--- src/rtl/demux_pkg.sv ---
// -----------------------------------------------------------------------------
// demux_pkg
// Shared constants and types for the 1-to-4 word demultiplexer.
//   DEF_WIDTH  : default data word width
//   NUM_PORTS  : number of output ports
//   port_sel_t : destination port select
//   word_t     : data word at the default width
// -----------------------------------------------------------------------------
package demux_pkg;
   localparam int DEF_WIDTH = 32;
   localparam int NUM_PORTS = 4;

   typedef logic [1:0]           port_sel_t;
   typedef logic [DEF_WIDTH-1:0] word_t;
endpackage

--- src/rtl/demux_port_buf.sv ---
// -----------------------------------------------------------------------------
// demux_port_buf
// One-entry output buffer for a single demux port. A word is loaded when the
// top-level decode selects this port. It is delivered when out_valid and
// out_ready are both high. A load in the same cycle as a delivery keeps the
// buffer full with the new word, so each port sustains one word per cycle.
// Optional macro DEMUX_STATS_EN adds a saturating delivered-word counter.
// Ports:
//   clk, rst_n  : clock, asynchronous active-low reset
//   load        : accept the word on load_data into this buffer
//   load_data   : incoming word
//   ready       : buffer can take a word this cycle (empty or draining)
//   out_valid   : buffer holds a word
//   out_ready   : consumer takes the word
//   out_data    : buffered word, keeps its last value after delivery
//   stat_clr    : synchronous counter clear (ignored without DEMUX_STATS_EN)
//   stat_cnt    : delivered-word count (constant 0 without DEMUX_STATS_EN)
// -----------------------------------------------------------------------------
module demux_port_buf
   import demux_pkg::*;
#(
   parameter int WIDTH = DEF_WIDTH,
   parameter int CNT_W = 16
) (
   input  logic             clk,
   input  logic             rst_n,
   input  logic             load,
   input  logic [WIDTH-1:0] load_data,
   output logic             ready,
   output logic             out_valid,
   input  logic             out_ready,
   output logic [WIDTH-1:0] out_data,
   input  logic             stat_clr,
   output logic [CNT_W-1:0] stat_cnt
);

   logic             vld_p1;
   logic [WIDTH-1:0] data_p1;
   logic             deliver;

   assign deliver   = vld_p1 && out_ready;
   assign ready     = !vld_p1 || out_ready;
   assign out_valid = vld_p1;
   assign out_data  = data_p1;

   // Stage p1: buffer register, one cycle after acceptance
   always_ff @(posedge clk or negedge rst_n) begin
      if (!rst_n) begin
         vld_p1  <= 1'b0;
         data_p1 <= '0;
      end else begin
         if (load) begin
            vld_p1  <= 1'b1;
            data_p1 <= load_data;
         end else if (deliver) begin
            vld_p1  <= 1'b0;
         end
      end
   end

`ifdef DEMUX_STATS_EN
   function automatic logic [CNT_W-1:0] sat_inc(input logic [CNT_W-1:0] v);
      return (&v) ? v : v + 1'b1;
   endfunction

   logic [CNT_W-1:0] cnt_p1;

   always_ff @(posedge clk or negedge rst_n) begin
      if (!rst_n) begin
         cnt_p1 <= '0;
      end else if (stat_clr) begin
         cnt_p1 <= '0;
      end else if (deliver) begin
         cnt_p1 <= sat_inc(cnt_p1);
      end
   end

   assign stat_cnt = cnt_p1;
`else
   logic unused_stat_clr;
   assign unused_stat_clr = stat_clr;
   assign stat_cnt        = '0;
`endif

endmodule

--- src/rtl/demux_1to4.sv ---
// -----------------------------------------------------------------------------
// demux_1to4
// Registered 1-to-4 word demultiplexer. One word per cycle enters on a
// valid/ready handshake and is steered by in_sel into that port's one-entry
// buffer. Ports are independent: a stalled port never blocks the others.
// Optional macro DEMUX_STATS_EN enables per-port delivered-word counters.
// Ports:
//   clk, rst_n : clock, asynchronous active-low reset
//   in_valid   : producer presents a word
//   in_ready   : the port named by in_sel can take a word
//   in_data    : incoming word
//   in_sel     : destination port 0..3
//   out_valid  : bit k set while port k holds a word
//   out_ready  : bit k set when port k consumer takes its word
//   out_data   : port k word at [k*WIDTH +: WIDTH]
//   stat_clr   : synchronous clear of all counters
//   stat_cnt   : port k delivered count at [k*CNT_W +: CNT_W]
// -----------------------------------------------------------------------------
module demux_1to4
   import demux_pkg::*;
#(
   parameter int WIDTH = DEF_WIDTH,
   parameter int CNT_W = 16
) (
   input  logic                       clk,
   input  logic                       rst_n,
   input  logic                       in_valid,
   output logic                       in_ready,
   input  logic [WIDTH-1:0]           in_data,
   input  port_sel_t                  in_sel,
   output logic [NUM_PORTS-1:0]       out_valid,
   input  logic [NUM_PORTS-1:0]       out_ready,
   output logic [NUM_PORTS*WIDTH-1:0] out_data,
   input  logic                       stat_clr,
   output logic [NUM_PORTS*CNT_W-1:0] stat_cnt
);

   logic [NUM_PORTS-1:0] port_ready;
   logic [NUM_PORTS-1:0] port_load;
   logic                 accept_p0;

   // Stage p0: combinational accept; only the selected port's readiness counts
   assign in_ready  = port_ready[in_sel];
   assign accept_p0 = in_valid && in_ready;

   for (genvar k = 0; k < NUM_PORTS; k++) begin : g_port
      assign port_load[k] = accept_p0 && (in_sel == port_sel_t'(k));

      demux_port_buf #(
         .WIDTH (WIDTH),
         .CNT_W (CNT_W)
      ) u_buf (
         .clk       (clk),
         .rst_n     (rst_n),
         .load      (port_load[k]),
         .load_data (in_data),
         .ready     (port_ready[k]),
         .out_valid (out_valid[k]),
         .out_ready (out_ready[k]),
         .out_data  (out_data[k*WIDTH +: WIDTH]),
         .stat_clr  (stat_clr),
         .stat_cnt  (stat_cnt[k*CNT_W +: CNT_W])
      );
   end

endmodule

--- config.mk ---
export PLATFORM = sky130hd
export DESIGN_NAME = demux_1to4
export DESIGN_NICKNAME = d
export VERILOG_FILES = /design/src/rtl/demux_pkg.sv /design/src/rtl/demux_port_buf.sv /design/src/rtl/demux_1to4.sv
export SDC_FILE = /design/constraint.sdc
export NUM_CORES = 1
export LEC_CHECK = 0
export BUFFER_PORTS_ARGS = -buffer_cell sky130_fd_sc_hd__buf_2
export CORE_UTILIZATION = 30
export CTS_CLUSTER_DIAMETER = 200
export DETAILED_ROUTE_END_ITERATION = 8
export SYNTH_ARGS = -nofsm -noshare
export SYNTH_HDL_FRONTEND = slang
export SYNTH_SLANG_ARGS = --single-unit
--- constraint.sdc ---
create_clock -name clk -period 1.25 [get_ports clk]
set_input_delay 0.125 -clock clk [delete_from_list [all_inputs] [get_ports clk]]
set_output_delay 0.125 -clock clk [all_outputs]
set_load 0.02 [all_outputs]
## Word-level counts from Yosys, hierarchy flattened

Index checks and enable logic that the tools add are counted.

- $lt $le $gt $ge: 1
- Mux-type cells: 10
- Reductions and logical operators: 22
- Eq/ne operators: 3

Operators with widths:

| kind | number |
|---|---|
| 1-bit logical AND | 9 |
| 1-bit 2-to-1 mux | 9 |
| 2-bit nonzero test | 4 |
| 2-bit equality test, second input constant | 2 |
| 1-bit zero test | 4 |
| 1-bit logical OR | 4 |
| 2-bit by 3-bit less-than comparator with 1-bit output, second input constant | 1 |
| 1-bit binary-select mux with 2-bit select | 1 |
| 2-bit by 1-bit equality test with 1-bit output, second input constant | 1 |
| 2-bit zero test | 1 |

- Bits of input ports: 42
- Bits in registers: 132

## Depth between registers and ports, before layout

Gate-level depths: netlist of the first run.

- Word-level depth: 7
- Gate-level depth with buffers: 6
- Depth with buffers taken out: 3

## By module

Synthesis of the first run repeated with hierarchy kept, for this count alone.

- Cells, all modules: 357
- Area total of the unflattened synthesis: 6078.3 sq um

By module, submodules not included:

| module | sequential area each (sq um) | cells an instance | instances | area an instance (sq um) |
|---|---|---|---|---|
| demux_port_buf | 825.8 | 88 | 4 | 1502.7 |
| demux_1to4 | 0.0 | 5 | 1 | 67.6 |

## Worst setup path after synthesis of the first run

OpenSTA, ideal clock, no wires.

- Path type: reg2reg
- Start: register g_port[1].u_buf.vld_p1
- End: register g_port[1].u_buf.data_p1[10]
- Stages on the path, launching flop included: 5
- Path slack: -0.120 ns
- Data arrival time: 1.246 ns
- Cells stage by stage: dfrtp_1 -> nand2b_1 -> nor3b_4 -> buf_6 -> mux2_2

- Word-level cells in the longest chain between the ends: 6

Ends and longest elaborated chain:

| what | RTL line | RTL |
|---|---|---|
| start, declared | demux_port_buf.sv:37 | `logic vld_p1;` |
| start signal, assigned | demux_port_buf.sv:49 | `vld_p1 <= 1'b0;` |
| start signal, assigned | demux_port_buf.sv:53 | `vld_p1 <= 1'b1;` |
| start signal, assigned | demux_port_buf.sv:56 | `vld_p1 <= 1'b0;` |
| 1-bit zero test | demux_port_buf.sv:42 | `assign ready = !vld_p1 \|\| out_ready;` |
| 1-bit logical OR | demux_port_buf.sv:42 |  |
| 1-bit binary-select mux with 2-bit select | demux_1to4.sv:43 | `assign in_ready = port_ready[in_sel];` |
| 1-bit 2-to-1 mux (implied by the code) | demux_1to4.sv:43 |  |
| 1-bit logical AND | demux_1to4.sv:44 | `assign accept_p0 = in_valid && in_ready;` |
| 1-bit logical AND | demux_1to4.sv:47 | `assign port_load[k] = accept_p0 && (in_sel == port_sel_t'(k));` |
| end signal, assigned | demux_port_buf.sv:54 | `data_p1 <= load_data;` |
| end, declared | demux_port_buf.sv:38 | `logic [WIDTH-1:0] data_p1;` |

No other way between the ends. The select of a mux whose other input is x is not followed.
A chain may end at the register's enable or synchronous reset.

## Worst setup path in the final report of the first run

- Start: register g_port[1].u_buf.vld_p1
- End: output in_ready

- Word-level cells in the longest chain between the ends: 4

Ends and longest elaborated chain:

| what | RTL line | RTL |
|---|---|---|
| 1-bit zero test | demux_port_buf.sv:42 |  |
| 1-bit logical OR | demux_port_buf.sv:42 |  |
| 1-bit binary-select mux with 2-bit select | demux_1to4.sv:43 |  |
| 1-bit 2-to-1 mux (implied by the code) | demux_1to4.sv:43 |  |
| end, declared | demux_1to4.sv:28 | `output logic in_ready,` |

No other way between the ends. The select of a mux whose other input is x is not followed.

==> metrics.md, run 1 <==
| Metric | Value |
|---|---|
| Share of synthesized area spent on multiplexers | 0.2655 |
| Predominant post-synthesis flop cell | dfrtp_1 |
| Number of DRC markers after the initial detailed-route iteration | 107 |
| Area grow syn2layout | 53.23% |
| Via density per instance | 4.225 |
| Number of port buffers | ~170 |
| Post-Place Cell Area | 0.006758 mm^2 |
| Outcome | finished, violations left |
| Synth warnings | 0 |
| Iteration count of the initial detailed-routing pass | 4 |
| Number of sinks on the clock net | 132 |
| Final setup skew | 6.257 ps |
| XOR/XNOR share of the synthesized area | 0 |
| Adder and majority gate portion of the synthesized area | 0 |
| Count of pins over their slew limit | 0 |
| Achievable clock frequency | 0.6207 GHz |
| Flip-flop and latch count after synthesis | 132 |
| Clock insertion delay at the later pin of the skew report | 410 ps |
| Commonest cells in the netlist | dfrtp_1, mux2_2, buf_4 |
| Startpoint class of the critical path | flop |
| Placed wire-length estimate | 8758 um |
| CP top delay family | multiplexers |
| Final cell area excluding filler cells | roughly 0.0084 mm^2 |
| Syn_area_per_cell | 15.27 um^2 |
| Bufs on Longest Clock Path | 2 |
| Count of endpoints failing hold in the final timing report | 0 |
| Overall routing resource usage | 0.1630 |
| Complex-gate fraction of the synthesized area | 0.0009076 |
| Syn Std Cell Area | about 0.0055 mm^2 |
| Top Ports | 239 |
| Area of the placeable core | 0.01796 mm^2 |
| Detailed-route wire length | 14910 um |
| Synth async-reset ratio | 1.000 |
| Number of enable flip-flop cells after synthesis | 0 |
| Maximum fanout encountered on the critical timing path | 3 |
| H-tree level count | 4 |
| Die span in x | 137.6 um |
| Total power density per cell area | between 1500 and 2000 mW/mm^2 |
| P_leak | 4.270 nW |
| Start-to-end type of the worst setup path | flop to output pin |
| Placer Congestion | 0.7582 |
| Worst VDD drop | 0.8885 mV |
| Remaining design rule violation count | 0 |
| Setup repair after global routing missed its margin | true |
| Cell with the largest stage delay on the worst path | mux4_2 |
| Remaining number of nets flagged by the antenna check after routing | 0 |
| Pin count of the biggest net entering global routing | 46 |
| Total buffers and inverters traversed by the critical path | 1 |
| Most common cell in the synthesized netlist | dfrtp_1 |
| Hold Crit Class | input pin to flop |
| Area fraction of the dominant cell type after synthesis | 0.5990 |
| Number of max-cap violations | 0 |
| Area of the die | about 0.019 mm^2 |
| Type of element capturing the critical path | output pin |
| Number of global-route vias before repair | 3775 |
| Number of vias after detailed routing | 3617 |
| Root Driver | clkbuf_16 |
| Die Y | 137.6 um |
| Final setup viols | 132 |
| Avg WL per Cell | 17.42 um |
| Initial core utilization | 0.3070 |
| CTS tree | built |
| Top cells by area in the synthesized netlist | dfrtp_1, mux2_2, buf_4 |
| Worst Setup Slack post-DPL | -212.6 ps |
| Violated checks | setup timing |
| Ordered cell list for the critical path | nand2b_1 > mux4_2 > buf_6 |
| Part of the Yosys area used for sequential elements | 0.5990 |
| Critical path required time | approximately 1100 ps |
| Final worst-path cycle share | 1.289 |
| Clock input transition at the sequential cells of the worst setup and hold paths | 60 ps |
| Layout cells sized above 1 | 0.6230 |
| Final critical-path required period | 1611 ps |
| Wire length of the first global-routing pass | 22330 um |
| Initial antenna violation count | 1 |
| Largest family of logic cells by synthesized area | multiplexers |
| Gate count after technology mapping | between 300 and 400 |
| Final Net Count | 655 |
| Worst setup margin | -361.1 ps |
| GRT overflow | 0 |
| Library cells used by synthesis | 18 |
| Critical Path AT | 1490 ps |
| Simple-gate portion of the synthesized area | 0.01747 |
| Core Rows | 49 |
| Cell type with the largest total area after synthesis | dfrtp_1 |
| CP max stage delay | 490 ps |
| Number of CTS-inserted buffers | 17 |
## layout make-up
type | count | area, um^2
Clock inverter | 12 | 176.4
Sequential cell | 132 | 3303
Tap cell | 229 | 286.5
Multi-Input combinational cell | 209 | 2260
Fill cell | 1590 | 9514
Clock buffer | 20 | 466.7
Timing Repair Buffer | 253 | 1954
Antenna cell | 1 | 2.502
## cells in the final DEF, fill, tap and decap left out
| cell type | instances |
|---|---|
| buf_4 | 19 |
| nand3b_1 | 1 |
| clkinv_2 | 3 |
| conb_1 | 64 |
| nor2b_4 | 1 |
| clkbuf_16 | 17 |
| bufinv_16 | 4 |
| clkbuf_8 | 3 |
| mux2_4 | 117 |
| o21ai_0 | 1 |
| diode_2 | 1 |
| buf_8 | 2 |
| nand2b_1 | 4 |
| buf_6 | 10 |
| buf_12 | 17 |
| clkinvlp_4 | 2 |
| buf_2 | 169 |
| nand2_1 | 4 |
| nand2_2 | 1 |
| nor3b_4 | 1 |
| dfrtp_1 | 132 |
| clkinv_4 | 2 |
| and3_4 | 1 |
| buf_16 | 7 |
| nor2b_2 | 1 |
| mux2_2 | 11 |
| mux4_2 | 1 |
| inv_6 | 1 |
| nand3_1 | 1 |
| dlygate4sd3_1 | 29 |
## stage by stage
stage / hold slack (ps) / total power, W / TNS (ps) / util / std cells
after floorplan: -170.6 / 0.008277 / -6984 / - / 424
after global placement: 17.50 / 0.009448 / -13660 / 0.3762 / 761
after detailed placement: 20.80 / 0.009540 / -16400 / 0.3762 / 761
after CTS: 2.433 / 0.01546 / -28460 / 0.4722 / 857
after global routing: 12.54 / 0.01607 / -38720 / 0.4702 / 855
final: 27.01 / 0.01536 / -30790 / 0.4704 / 856
## worst paths after layout
| path | startpoint | to | slack, ps | depth (start not counted) |
|---|---|---|---|---|
| setup / recovery | g_port[1].u_buf.out_valid | in_ready | -360 | 3 |
| hold / removal | in_data[29] | g_port[2].u_buf.out_data[29] | 30 | 2 |
| setup reg to reg | g_port[0].u_buf.out_valid | g_port[0].u_buf.out_data[7] | -320 | 7 |
| hold reg to reg | g_port[0].u_buf.out_data[6] | g_port[0].u_buf.out_data[6] | 500 | 1 |
| max in group asynchronous | rst_n | g_port[1].u_buf.out_data[6] | 580 | 3 |
| min in group asynchronous | rst_n | g_port[2].u_buf.out_data[19] | 140 | 2 |
## kinds of logic after synthesis
family | Yosys count
other | 1
and+or+nand+nor | 15
DFF | 132
AOI/OAI and AO/OA | 1
buffers and inverters | 83
muxes | 129
## power by group
part / internal (W) / leakage, nW / switching (W) / total (W)
clock: 0.00350 / 0.312 / 0.00186 / 0.00536
combinational: 0.00205 / 2.39 / 0.00227 / 0.00432
sequential: 0.00517 / 1.57 / 0.000513 / 0.00568
total: 0.0107 / 4.27 / 0.00465 / 0.0154
## what timing repair did
item / in CTS / in global routing
hold buffers: 29 / 0
endpoints found under the hold margin: 235 / 0
resized for setup: 73 / 24
buffers inserted: 24 / 8
endpoints found under the setup margin: 129 / 131
cloned: 12 / 0
pin swaps: 1 / 0
## layer usage
metal / track usage / share of wire / wire length (um) / vias to the layer above
li1: - / - / - / 1603
met5: 0 / 0 / 0 / -
met4: 0.05311 / 0.013 / 193 / 0
met2: 0.2599 / 0.48 / 7210 / 153
met1: 0.2118 / 0.45 / 6662 / 1847
met3: 0.04636 / 0.057 / 845 / 14
## flip-flops by register name, indices dropped and copies added (netlist names)
signal / count
g_port.u_buf.out_valid: 4
g_port.u_buf.out_data: 128
No activity file was read; power rests on OpenSTA's default activity.
==> inputs of run 2 (changes only) <==
- PLACE_DENSITY: unset -> 0.57
==> metrics.md, run 2 (synthesis gave the netlist of run 1 again) <==
| Metric | Value |
|---|---|
| Hold Crit Class | input pin to flop |
| Max reg flops | 128 (unchanged) |
| Number of sinks on the clock net | 132 (unchanged) |
| Remaining number of nets flagged by the antenna check after routing | 0 (unchanged) |
| Bufs on Longest Clock Path | 2 (unchanged) |
| Maximum fanout encountered on the critical timing path | 2 (-1) |
| Clock network fraction of design power | 0.296 (-0.053) |
| Top library cells by usage in the layout, fill and taps aside | buf_2, dfrtp_1, mux2_4 |
| Layout Cells excl Fill | 845 (-1.3%) |
| Clock insertion delay at the later pin of the skew report | 410 ps (about the same) |
| Final setup viols | 129 (-2.3%) |
| Worst hold path startpoint | out_ready[0] |
| Number of CTS-inserted buffers | 17 (unchanged) |
| Via density per instance | 4.270 (+1.0%) |
| Filler cells | 1585 (-0.31%) |
| Final critical-path required period | 1725 ps (+113.5 ps) |
| Number of max-cap violations | 0 (unchanged) |
| Achievable clock frequency | 0.5798 GHz (-6.6%) |
| Layout cells sized above 1 | 0.6088 (-0.01424) |
| Reg power frac | 0.401 (+0.031) |
| Area of the die | 0.01893 mm^2 (unchanged) |
| Most frequent standard cell in the layout excluding fill and tap cells | buf_2 |
| Number of global-route vias before repair | 3772 (-0.079%) |
| Diode count | 0 (-1) |
| Total power density per cell area | 1718 mW/mm^2 (-5.5%) |
| Top Ports | 239 (unchanged) |
| Number of port buffers | 173 (unchanged) |
| Core Rows | 49 (unchanged) |
| Net switching share of the total power | 0.3207 (+0.01819) |
| Die span in x | 137.6 um (unchanged) |
| Violated checks | hold timing, setup timing |
| Net switching power of the design | 0.004541 W (-2.3%) |
| Crit Reg-Reg Endpoint | g_port[2].u_buf.out_data[18] |
| Initial antenna violation count | 0 (-1) |
| Pin count of the biggest net entering global routing | 39 (-15%) |
| Placed wire-length estimate | 8945 um (+2.1%) |
| Fin Setup TNS | -23120 ps (+7674 ps) |
| Worst setup margin | -474.6 ps (-113.5 ps) |
| Hold Crit Endpoint | g_port[0].u_buf.out_valid |
| Type of element capturing the critical path | output pin |
| H-tree level count | 4 (unchanged) |
| Avg WL per Cell | 18.24 um (+4.7%) |
| Number of vias after detailed routing | 3608 (-0.25%) |
| Critical path required time | 1120 ps (about the same) |
| Register-to-Register Setup Slack | -310 ps (about the same) |
| Wire length of the first global-routing pass | 22510 um (+0.83%) |
| Quantity of hold-fixing buffers added after cts | 32 (+10%) |
| Number of DRC markers after the initial detailed-route iteration | 95 (-11%) |
| Worst Hold Margin | -1.929 ps (-28.94 ps) |
| Final Power | 0.01416 W (-7.8%) |
| Start-to-end type of the worst setup path | flop to output pin |
| Final setup skew | 8.322 ps (+2.065 ps) |
| CTS tree | built |
| Instance count along the most critical hold path | 3 (+1) |
| Final Net Count | 650 (-0.76%) |
| Root Driver | clkbuf_16 |
| P_leak | 4.128 nW (-3.3%) |
| Post-Place Cell Area | 0.006746 mm^2 (-0.17%) |
| Placer Congestion | 0.7874 (+3.9%) |
| Outcome | finished, violations left |
| Worst flop-to-flop path startpoint | g_port[2].u_buf.out_valid |
| Area of the placeable core | 0.01796 mm^2 (unchanged) |
| Reg2Reg Depth | 6 (-1) |
| Power Internal | 0.009620 W (-10%) |
| Die Y | 137.6 um (unchanged) |
| Number of placed cells counting well taps | 759 (-0.26%) |
| Final cell area excluding filler cells | 0.008242 mm^2 (-2.5%) |
| Iteration count of the initial detailed-routing pass | 4 (unchanged) |
| Combinational group share of total power | 0.303 (+0.022) |
| Share of the core filled with cells in the final layout | 0.4588 (-0.01156) |
| Remaining design rule violation count | 0 (unchanged) |
| GRT overflow | 0 (unchanged) |
| Count of endpoints failing hold in the final timing report | 1 (+1) |
| Final worst-path cycle share | 1.380 (+0.09083) |
| Area grow syn2layout | 49.47% |
| Initial core utilization | 0.3070 (unchanged) |
| Detailed-route wire length | 15420 um (+3.4%) |
| Setup repair after global routing missed its margin | true |
| Worst VDD drop | 0.9219 mV (+3.8%) |
| Count of pins over their slew limit | 0 (unchanged) |
| Startpoint class of the critical path | flop |
| Overall routing resource usage | 0.1663 (+0.003342) |
| Critical Path AT | 1600 ps (+110 ps) |
| Clock input transition at the sequential cells of the worst setup and hold paths | 50 ps (about the same) |
-- run 2: cell types whose count changed in the layout (fill, tap and decap cells not counted), moves of 3 or more --
| cell | change |
|---|---|
| clkbuf_8 | -3 |
| buf_4 | -10 |
| mux2_4 | -11 |
| mux2_2 | +11 |
| clkbuf_1 | +3 |
| dlygate4sd3_1 | +3 |
| bufinv_16 | -4 |
-- run 2: metal layers --
metal,wire [um],share of wire,global-route usage
met5,0,0,0
met2,7464,0.48,0.2677
met3,980,0.064,0.05077
met4,143,0.0093,0.05067
met1,6828,0.44,0.2132
-- run 2: cell type report --
cell class                      count  area [um^2]  share of cell area
Tap cell                          229        286.5             0.03477
Multi-Input combinational cell    209         2226              0.2701
Timing Repair Buffer              248         1949              0.2365
Sequential cell                   132         3303              0.4008
Clock buffer                       20        436.7             0.05298
Clock inverter                      7        40.04            0.004858
-- run 2: power groups by stage --
stage,Combinational [W],Sequential (W),Clock [W]
finish,0.00429,0.00567,0.00419
global route,0.00456,0.00578,0.00450
CTS,0.00432,0.00567,0.00430
detailed placement,0.00384,0.00571,0
global placement,0.00378,0.00567,0
floorplan,0.00151,0.00677,0
-- run 2: worst max path at each step --
stage,from,endpoint,slack [ps],depth (start not counted)
6_report,g_port[3].u_buf.out_valid,in_ready,-470,4
5_1_grt,g_port[3].u_buf.out_valid,in_ready,-560,4
4_1_cts,g_port[3].u_buf.out_valid,in_ready,-490,4
3_5_place_dp,g_port[1].u_buf.out_valid,g_port[1].u_buf.out_data[25],-230,4
3_3_place_gp,g_port[1].u_buf.out_valid,g_port[1].u_buf.out_data[17],-190,4
2_1_floorplan,g_port[1].u_buf.out_valid,g_port[1].u_buf.out_data[10],-120,4
-- run 2: stage by stage --
step | worst slack (ps) | hold slack (ps)
2_1_floorplan | -120.4 | -170.6
3_3_place_gp | -188.1 | 65.13
3_5_place_dp | -231.8 | 69.38
4_1_cts | -485.9 | 3.546
5_1_grt | -561.5 | 0.8982
6_report | -474.6 | -1.929
-- run 2: what timing repair did --
action	4_1_cts	5_1_grt
endpoints found under the setup margin	129	131
endpoints found under the hold margin	197	1
setup buffers	18	6
gates resized for setup	63	21
pin swaps	1	1
cloned	14	0
-- run 2: worst max-delay path, cell delays in order (launching register included) --
cell and delay (ps):
dfrtp_1 340, nand2b_1 80, buf_4 140, mux4_2 480, buf_6 150
